==> src/rtl/simon_sequence_engine.sv <==
// Simon game engine: stores the move sequence, plays it back with per-round speed-up,
// times and checks player presses, and reports score, high score and game events.
module simon_sequence_engine #(
  parameter int N_BUTTONS      = 4,
  parameter int SEL_W          = 2,
  parameter int MAX_LEN        = 32,
  parameter int LEN_W          = 8,
  parameter int ON_CYCLES      = 40000000,
  parameter int STEP_CYCLES    = 2000000,
  parameter int MIN_ON         = 10000000,
  parameter int OFF_CYCLES     = 20000000,
  parameter int TIMEOUT_CYCLES = 300000000,
  parameter int RESULT_CYCLES  = 100000000
) (
  input  logic                 clk,
  input  logic                 reset,
  input  logic                 start,
  input  logic                 replay,
  input  logic [N_BUTTONS-1:0] pressed,
  input  logic [N_BUTTONS-1:0] released,
  input  logic [SEL_W-1:0]     rnd,
  output logic                 light_en,
  output logic [SEL_W-1:0]     light_sel,
  output logic                 success,
  output logic                 failure,
  output logic                 player_turn,
  output logic [LEN_W-1:0]     score,
  output logic [LEN_W-1:0]     high_score,
  output logic                 round_done,
  output logic                 game_over,
  output logic                 game_won
);

  localparam int ADDR_W = (MAX_LEN > 1) ? $clog2(MAX_LEN) : 1;
  localparam int DEPTH  = 1 << ADDR_W;

  typedef enum logic [3:0] {
    S_IDLE, S_ADD_MOVE, S_SHOW_ON, S_SHOW_OFF, S_WAIT_PLAYER,
    S_HOLD, S_CHECK, S_ROUND_WIN, S_GAME_WIN, S_FAIL
  } state_t;

  state_t state_reg, state_next;
  logic [LEN_W-1:0] length_reg, length_next;
  logic [LEN_W-1:0] index_reg, index_next;
  logic [LEN_W-1:0] score_reg, score_next;
  logic [LEN_W-1:0] high_score_reg, high_score_next;
  logic [31:0]      timer_reg, timer_next;
  logic [31:0]      on_t_reg, on_t_next;
  logic [SEL_W-1:0] captured_reg, captured_next;
  logic             round_done_reg, game_over_reg, game_won_reg;

  logic [SEL_W-1:0]  mem [DEPTH];
  logic [SEL_W-1:0]  rd_data_reg;
  logic              mem_we;
  logic [ADDR_W-1:0] wr_addr, rd_addr;
  logic [SEL_W-1:0]  new_move;

  logic              press_any;
  logic [SEL_W-1:0]  press_idx;
  logic [N_BUTTONS-1:0] rel_match;
  logic              release_hit;
  logic              timer_done;
  logic [63:0]       on_reduction;
  logic [31:0]       on_t_calc;

  assign timer_done = (timer_reg == 32'd0);
  assign new_move   = SEL_W'(int'(rnd) % N_BUTTONS);
  assign wr_addr    = length_reg[ADDR_W-1:0];
  assign rd_addr    = index_next[ADDR_W-1:0];

  // Light-on time shrinks by STEP per completed round, saturating at MIN_ON.
  assign on_reduction = 64'(length_reg) * 64'(STEP_CYCLES);
  assign on_t_calc = ((ON_CYCLES <= MIN_ON) || (on_reduction >= 64'(ON_CYCLES - MIN_ON)))
                     ? 32'(MIN_ON) : 32'(64'(ON_CYCLES) - on_reduction);

  // Lowest-numbered pressed button wins when several arrive together.
  always_comb begin
    press_any = 1'b0;
    press_idx = '0;
    for (int i = N_BUTTONS - 1; i >= 0; i--) begin
      if (pressed[i]) begin
        press_any = 1'b1;
        press_idx = SEL_W'(i);
      end
    end
  end

  for (genvar gi = 0; gi < N_BUTTONS; gi++) begin : g_rel
    assign rel_match[gi] = released[gi] && (captured_reg == SEL_W'(gi));
  end
  assign release_hit = |rel_match;

  // Write-first memory: the move written in ADD_MOVE is visible on the next cycle's read.
  always_ff @(posedge clk) begin
    if (mem_we) mem[wr_addr] <= new_move;
    if (mem_we && (wr_addr == rd_addr)) rd_data_reg <= new_move;
    else                                rd_data_reg <= mem[rd_addr];
  end

  always_ff @(posedge clk) begin
    if (reset) begin
      state_reg      <= S_IDLE;
      length_reg     <= '0;
      index_reg      <= '0;
      score_reg      <= '0;
      high_score_reg <= '0;
      timer_reg      <= '0;
      on_t_reg       <= '0;
      captured_reg   <= '0;
      round_done_reg <= 1'b0;
      game_over_reg  <= 1'b0;
      game_won_reg   <= 1'b0;
    end else begin
      state_reg      <= state_next;
      length_reg     <= length_next;
      index_reg      <= index_next;
      score_reg      <= score_next;
      high_score_reg <= high_score_next;
      timer_reg      <= timer_next;
      on_t_reg       <= on_t_next;
      captured_reg   <= captured_next;
      round_done_reg <= (state_next == S_ROUND_WIN) && (state_reg != S_ROUND_WIN);
      game_over_reg  <= (state_next == S_FAIL) && (state_reg != S_FAIL);
      game_won_reg   <= (state_next == S_GAME_WIN) && (state_reg != S_GAME_WIN);
    end
  end

  always_comb begin
    state_next      = state_reg;
    length_next     = length_reg;
    index_next      = index_reg;
    score_next      = score_reg;
    high_score_next = high_score_reg;
    timer_next      = timer_reg;
    on_t_next       = on_t_reg;
    captured_next   = captured_reg;
    mem_we          = 1'b0;
    case (state_reg)
      S_IDLE: begin
        if (start) begin
          length_next = '0;
          score_next  = '0;
          state_next  = S_ADD_MOVE;
        end
      end
      S_ADD_MOVE: begin
        mem_we      = 1'b1;
        length_next = length_reg + LEN_W'(1);
        index_next  = '0;
        on_t_next   = on_t_calc;
        timer_next  = on_t_calc - 32'd1;
        state_next  = S_SHOW_ON;
      end
      S_SHOW_ON: begin
        if (timer_done) begin
          timer_next = 32'(OFF_CYCLES - 1);
          state_next = S_SHOW_OFF;
        end else begin
          timer_next = timer_reg - 32'd1;
        end
      end
      S_SHOW_OFF: begin
        if (!timer_done) begin
          timer_next = timer_reg - 32'd1;
        end else if (index_reg + LEN_W'(1) == length_reg) begin
          index_next = '0;
          timer_next = 32'(TIMEOUT_CYCLES - 1);
          state_next = S_WAIT_PLAYER;
        end else begin
          index_next = index_reg + LEN_W'(1);
          timer_next = on_t_reg - 32'd1;
          state_next = S_SHOW_ON;
        end
      end
      S_WAIT_PLAYER: begin
        if (press_any) begin
          captured_next = press_idx;
          state_next    = S_HOLD;
        end else if (replay) begin
          index_next = '0;
          timer_next = on_t_reg - 32'd1;
          state_next = S_SHOW_ON;
        end else if (timer_done) begin
          timer_next = 32'(RESULT_CYCLES - 1);
          state_next = S_FAIL;
        end else begin
          timer_next = timer_reg - 32'd1;
        end
      end
      S_HOLD: begin
        if (release_hit) state_next = S_CHECK;
      end
      S_CHECK: begin
        if (captured_reg != rd_data_reg) begin
          timer_next = 32'(RESULT_CYCLES - 1);
          state_next = S_FAIL;
        end else if (index_reg + LEN_W'(1) == length_reg) begin
          score_next = length_reg;
          timer_next = 32'(RESULT_CYCLES - 1);
          state_next = S_ROUND_WIN;
        end else begin
          index_next = index_reg + LEN_W'(1);
          timer_next = 32'(TIMEOUT_CYCLES - 1);
          state_next = S_WAIT_PLAYER;
        end
      end
      S_ROUND_WIN: begin
        if (score_reg > high_score_reg) high_score_next = score_reg;
        if (!timer_done) begin
          timer_next = timer_reg - 32'd1;
        end else if (length_reg == LEN_W'(MAX_LEN)) begin
          timer_next = 32'(RESULT_CYCLES - 1);
          state_next = S_GAME_WIN;
        end else begin
          state_next = S_ADD_MOVE;
        end
      end
      S_GAME_WIN, S_FAIL: begin
        if (timer_done) state_next = S_IDLE;
        else            timer_next = timer_reg - 32'd1;
      end
      default: state_next = S_IDLE;
    endcase
  end

  assign light_en    = (state_reg == S_SHOW_ON) || (state_reg == S_HOLD);
  assign light_sel   = (state_reg == S_SHOW_ON) ? rd_data_reg :
                       (state_reg == S_HOLD)    ? captured_reg : '0;
  assign success     = (state_reg == S_ROUND_WIN) || (state_reg == S_GAME_WIN);
  assign failure     = (state_reg == S_FAIL);
  assign player_turn = (state_reg == S_WAIT_PLAYER) || (state_reg == S_HOLD);
  assign score       = score_reg;
  assign high_score  = high_score_reg;
  assign round_done  = round_done_reg;
  assign game_over   = game_over_reg;
  assign game_won    = game_won_reg;

endmodule

==> config.mk <==
export PLATFORM = sky130hd
export DESIGN_NAME = simon_sequence_engine
export DESIGN_NICKNAME = d
export VERILOG_FILES = /design/src/rtl/simon_sequence_engine.sv
export SDC_FILE = /design/constraint.sdc
export NUM_CORES = 1
export LEC_CHECK = 0
export CAP_MARGIN = 10
export CORE_UTILIZATION = 55
export CTS_BUF_LIST = sky130_fd_sc_hd__clkbuf_16
export CTS_CLUSTER_DIAMETER = 120
export CTS_CLUSTER_SIZE = 25
export DETAILED_ROUTE_END_ITERATION = 6
export MAX_ROUTING_LAYER = met4
export PLACE_DENSITY = 0.78
export SYNTH_ARGS = -nofsm -noshare
export SYNTH_HDL_FRONTEND = slang
export SYNTH_SLANG_ARGS = --single-unit
==> constraint.sdc <==
create_clock -name clk -period 5.6 [get_ports clk]
set_input_delay 1.12 -clock clk [delete_from_list [all_inputs] [get_ports clk]]
set_output_delay 1.12 -clock clk [all_outputs]
set_load 0.01 [all_outputs]
[Word-level counts from Yosys, hierarchy flattened]
Memory sizes are Yosys's and may differ from the RTL's. A register that Yosys moved wholly into a read port is not among the register bits.
Cells that the tools add are included.
Word-level totals
  bits in writable memories: 64
  word-level logic and storage cells: 129
  memories kept: 1
  flip-flop bits (word level): 105
  bits of input ports: 14
Memory list
  mem: depth 32, bits a word 2, read ports 1, clocked after memory_dff 1, write ports 1, RTL line 52  | logic [SEL_W-1:0] mem [DEPTH];
Cells by class
  $add $sub $neg: 6
  $mul: 1
  mux-type cells: 52
  equality and inequality tests: 30
  magnitude comparators: 2
  reduce and logical (&&, ||, !) cells: 25
Operators with widths (number)
  $mux W32: 10
  $pmux W32 S7: 1
  $sub A32 B1 Y32 const B: 3
  $mux W8: 9
  $mux W29: 2
  $mux W4: 11
  $pmux W4 S9: 1
  $logic_not A32 Y1: 1
  $pmux W8 S2: 2
  $pmux W8 S4: 1
  $sub A26 B29 Y30 const A: 1
  $ge A29 B25 Y1 const B: 1
  $mul A8 B14 Y22 const B: 1
  $eq A4 B3 Y1 const B: 5
  $add A8 B1 Y8 const B: 2
  $eq A4 B4 Y1 const B: 4
  $ne A2 B2 Y1 const B: 8
  $mux W2: 7
  $eq A4 B2 Y1 const B: 2
  $eq A8 B6 Y1 const B: 1
  $eq A8 B8 Y1: 1
  $gt A8 B8 Y1: 1
  $ne A4 B4 Y1 const B: 2
  $reduce_and A4 Y1: 2
  other kinds (19): 37

[Longest topological paths before layout]
  word-level depth: 8
  mapped depth: 27
  gate-level depth less buffers: 26

[Worst setup path before layout]
No wires, ideal clock.
  kind: register to register
  from: register length_reg[2]
  to: register timer_reg[15]
  setup time: 0.125 ns
  period minus slack after synthesis: 5.896 ns
  arrival: 5.771 ns
  slack: -0.296 ns
  path buffers: 2
  cell stages (with the launch flop): 28
  data required time: 5.475 ns
  cells stage by stage: dfxtp_1 buf_2 inv_1 ha_1 ha_1 inv_1 fa_1 fa_1 inv_1 ha_1 clkbuf_1 a21o_1 a2bb2oi_1 o21a_1 a21oi_1 xnor2_1 nand2_1 nor4_4 nand2_1 inv_1 ha_1 and3_1 nor2b_1 nand2_1 or2_2 xnor2_1 a21oi_1 o41a_1
On the way
  longest elaborated chain between the ends: 5
  elaborated cells between the ends (all ways): 12
  those cells by class: add/sub (2); mul (1); order compare (1); eq/ne (3); mux (4); reduce/logical (1)
RTL lines
  start, declared: RTL line 43  | logic [LEN_W-1:0] length_reg, length_next;
  start signal, assigned: RTL line 115  | length_reg <= length_next;
  $mul A8 B14 Y22: RTL line 72  | assign on_reduction = 64'(length_reg) * 64'(STEP_CYCLES);
  $sub A26 B29 Y30 or $ge A29 B25 Y1 (tied branches): RTL line 74, 73
  $mux W32: RTL line 74  | ? 32'(MIN_ON) : 32'(64'(ON_CYCLES) - on_reduction);
  $sub A32 B1 Y32: RTL line 151  | timer_next = on_t_calc - 32'd1;
  $pmux W32 S7: RTL line 138  | case (state_reg)
  end signal, assigned: RTL line 119  | timer_reg <= timer_next;
  end, declared: RTL line 47  | logic [31:0] timer_reg, timer_next;
Parallel ways exist; a longest one is shown, timed or not.
A chain may end at the register's enable or synchronous reset.

[Worst setup path after layout]
  from: register length_reg[3]
  to: register timer_reg[15]
Same word-level chain as after synthesis.

==> reports/qor.yml <==
fp.dieH_um: 149.3
first_iter_violations: 1456
postCtsHoldBufs: 0
hold_viol: 0
crit_end: "timer_reg[15]"
syn_area_um2: 11930
cts-root-buf: "clkbuf_16"
clk_pin_slew_ns: 0.08
cts_sinks: 165
cts_made_buffers: 17
r2r_start: "length_reg[3]"
required_ns: 5.92
power_mw: 3.396
synth_top_area_cell: "dfxtp_1"
layout_worst_path_cycle_share_pct: 99.50
fin_crit_ns: 5.572
fillers: 1679
fin_tns_setup_ns: 0
fmax_mhz: 179.5
overflow: 0
nets: 1563
hold_start: "on_t_reg[24]"
post-route-cell-area_um2: 13630
grt_setup_unrepaired: "yes"
diodes: 0
grt_pass1_vias: 10130
maxCapViolCount: 0
clock_skew_ns: 0.01047
dieArea_um2: 22280
start_util_pct: 56.40
power_density_nw_per_um2: 249.1
layout_common_cells: "nor2_1, nand2_1, dfxtp_1"
via_count: 10890
synthCells: 1405
fin_ws_ns: 0.02813
grt_max_degree: 44
syn_area_per_cell_um2: 8.491
cp.depth: 25
status: "finished clean"
slowest_delay_ns: 0.55
multiInputGateArea_um2: 7611
std_cell_rows: 53
drc: 0
dpl_cell_area_um2: 12790
peakVddDrop_v: 0.0002583
ant_nets: 0
crit_path_end_kind: "flop"
critPathTopFamily: "adder cells"
io_buffers: 38
htreeDepth: 4
coreArea_um2: 21150
pre_cts_ws_ns: -0.08203
cp-start-kind: "flop"
gp_congestion: 0.9736
slew_headroom_pct: 24.15
synth_cell_types: 90
wl_per_cell_um: 18.69
r2r_setup_slack_ns: 0.03
largest_register_ffs: 64
synthFlopType: "dfxtp_1"
setup_viol: 0
ys.warnings.count: 0
synth_seq_area_share_pct: 33.06
grt_usage_pct: 30.42
cts_tree: "done"
async_flop_share_pct: 0
crit_slowest_cell: "fa_1"
worstMarginPinSlew_ns: 1.134
synth_top_cell_area_share_pct: 16.95
die_width_um: 149.3
drive_above_1_share_pct: 11.10
cp_max_fo: 5
ios: 39
critical_path_buf_inv_count: 4
area_growth_pct: 14.26
r2r_end: "timer_reg[15]"
drtPass1Iterations: 7
path_class: "flop to flop"
wl_um: 32580
netlist_top_cells_area: "dfxtp_1, edfxtp_1, ha_1, nor2_1, xnor2_1"
grt_pass1_wl_um: 52250
hpwl_um: 23050
arrival_ns: 5.89
synth-edff-count: 64
clk_path_buf_depth: 2
drv_slew: 0
antenna_found_initial: 0
clkLatencyLatePin_ns: 0.44
synth_nets: 1513
critPathLaunch: "length_reg[3]"
ys_ff_latch: 165
hp-class: "flop to flop"
final_common_cell: "nor2_1"
vias_per_cell: 6.249
p_leak_nw: 5.097
rr_worst_depth: 25
register_area_um2: 3956
-- through the flow --
step / hold WS [ns] / std cells / util, %
detailed placement: 0.4867 / 1698 / 60.44
global route: 0.5125 / 1743 / 64.44
global placement: 0.4760 / 1698 / 60.44
finish: 0.4917 / 1743 / 64.44
floorplan: 0.4511 / 1405 / -
CTS: 0.4959 / 1740 / 64.00
-- logic make-up after synthesis --
| kind of cell | after synthesis | share of synthesized area, % |
|---|---|---|
| flip-flops | 165 | 33.06 |
| adder cells (fa/ha/maj) | 94 | 10.93 |
| XOR/XNOR | 95 | 7.226 |
| multiplexers | 38 | 3.293 |
| AND/OR/NAND/NOR | 539 | 21.98 |
| AO/OA/AOI/OAI | 334 | 18.81 |
| buffers and inverters | 140 | 4.698 |
-- cells in the mapped netlist, types with 37 or more instances --
cell type,count
a21oi_1,87
clkbuf_1,48
dfxtp_1,101
edfxtp_1,64
ha_1,77
inv_1,69
mux2i_1,37
nand2_1,120
nand3_1,48
nor2_1,178
nor3_1,43
o21ai_0,71
xnor2_1,59
-- timing repair --
| action | CTS | global route |
|---|---|---|
| gates resized for setup | 13 | 16 |
| setup endpoints to repair | 5 | 8 |
| buffers inserted | 10 | 6 |
| pin swaps | 6 | 24 |
-- where the power goes --
part / leakage, nW / internal [mW] / total (mW) / switching [mW]
combinational: 3.40 / 0.321 / 0.831 / 0.510
sequential: 1.40 / 1.30 / 1.38 / 0.0824
clock: 0.291 / 0.603 / 1.18 / 0.578
total: 5.10 / 2.22 / 3.40 / 1.17
-- final cells by class --
cell class / instances / share of cell area, %
multi-input cells: 1100 / 55.83
flip-flops and latches: 165 / 29.02
clock inverters: 15 / 1.322
inverters: 69 / 1.900
repair buffers: 102 / 6.278
clock buffers: 17 / 3.121
well taps: 275 / 2.524
-- worst min-delay path: stages, from the launching register on --
cell	delay (ns)
dfxtp_1	0.34
nand2_1	0.06
a21oi_1	0.05
-- how the worst min path moves through the flow --
| stage | endpoint | slack [ns] | cells after the start |
|---|---|---|---|
| after floorplan | on_t_reg[24] | 0.45 | 2 |
| after global placement | on_t_reg[24] | 0.48 | 2 |
| after detailed placement | on_t_reg[24] | 0.49 | 2 |
| after CTS | on_t_reg[13] | 0.50 | 2 |
| after global routing | timer_reg[29] | 0.51 | 2 |
| final | on_t_reg[24] | 0.49 | 2 |
-- metal layers --
layer,GRT usage (%),wire length [um]
met2,46.67,14850
met5,-,0
met4,10.36,877
met3,4.251,2891
met1,41.04,13970
Note: power is estimated with default switching activity, not from simulation.
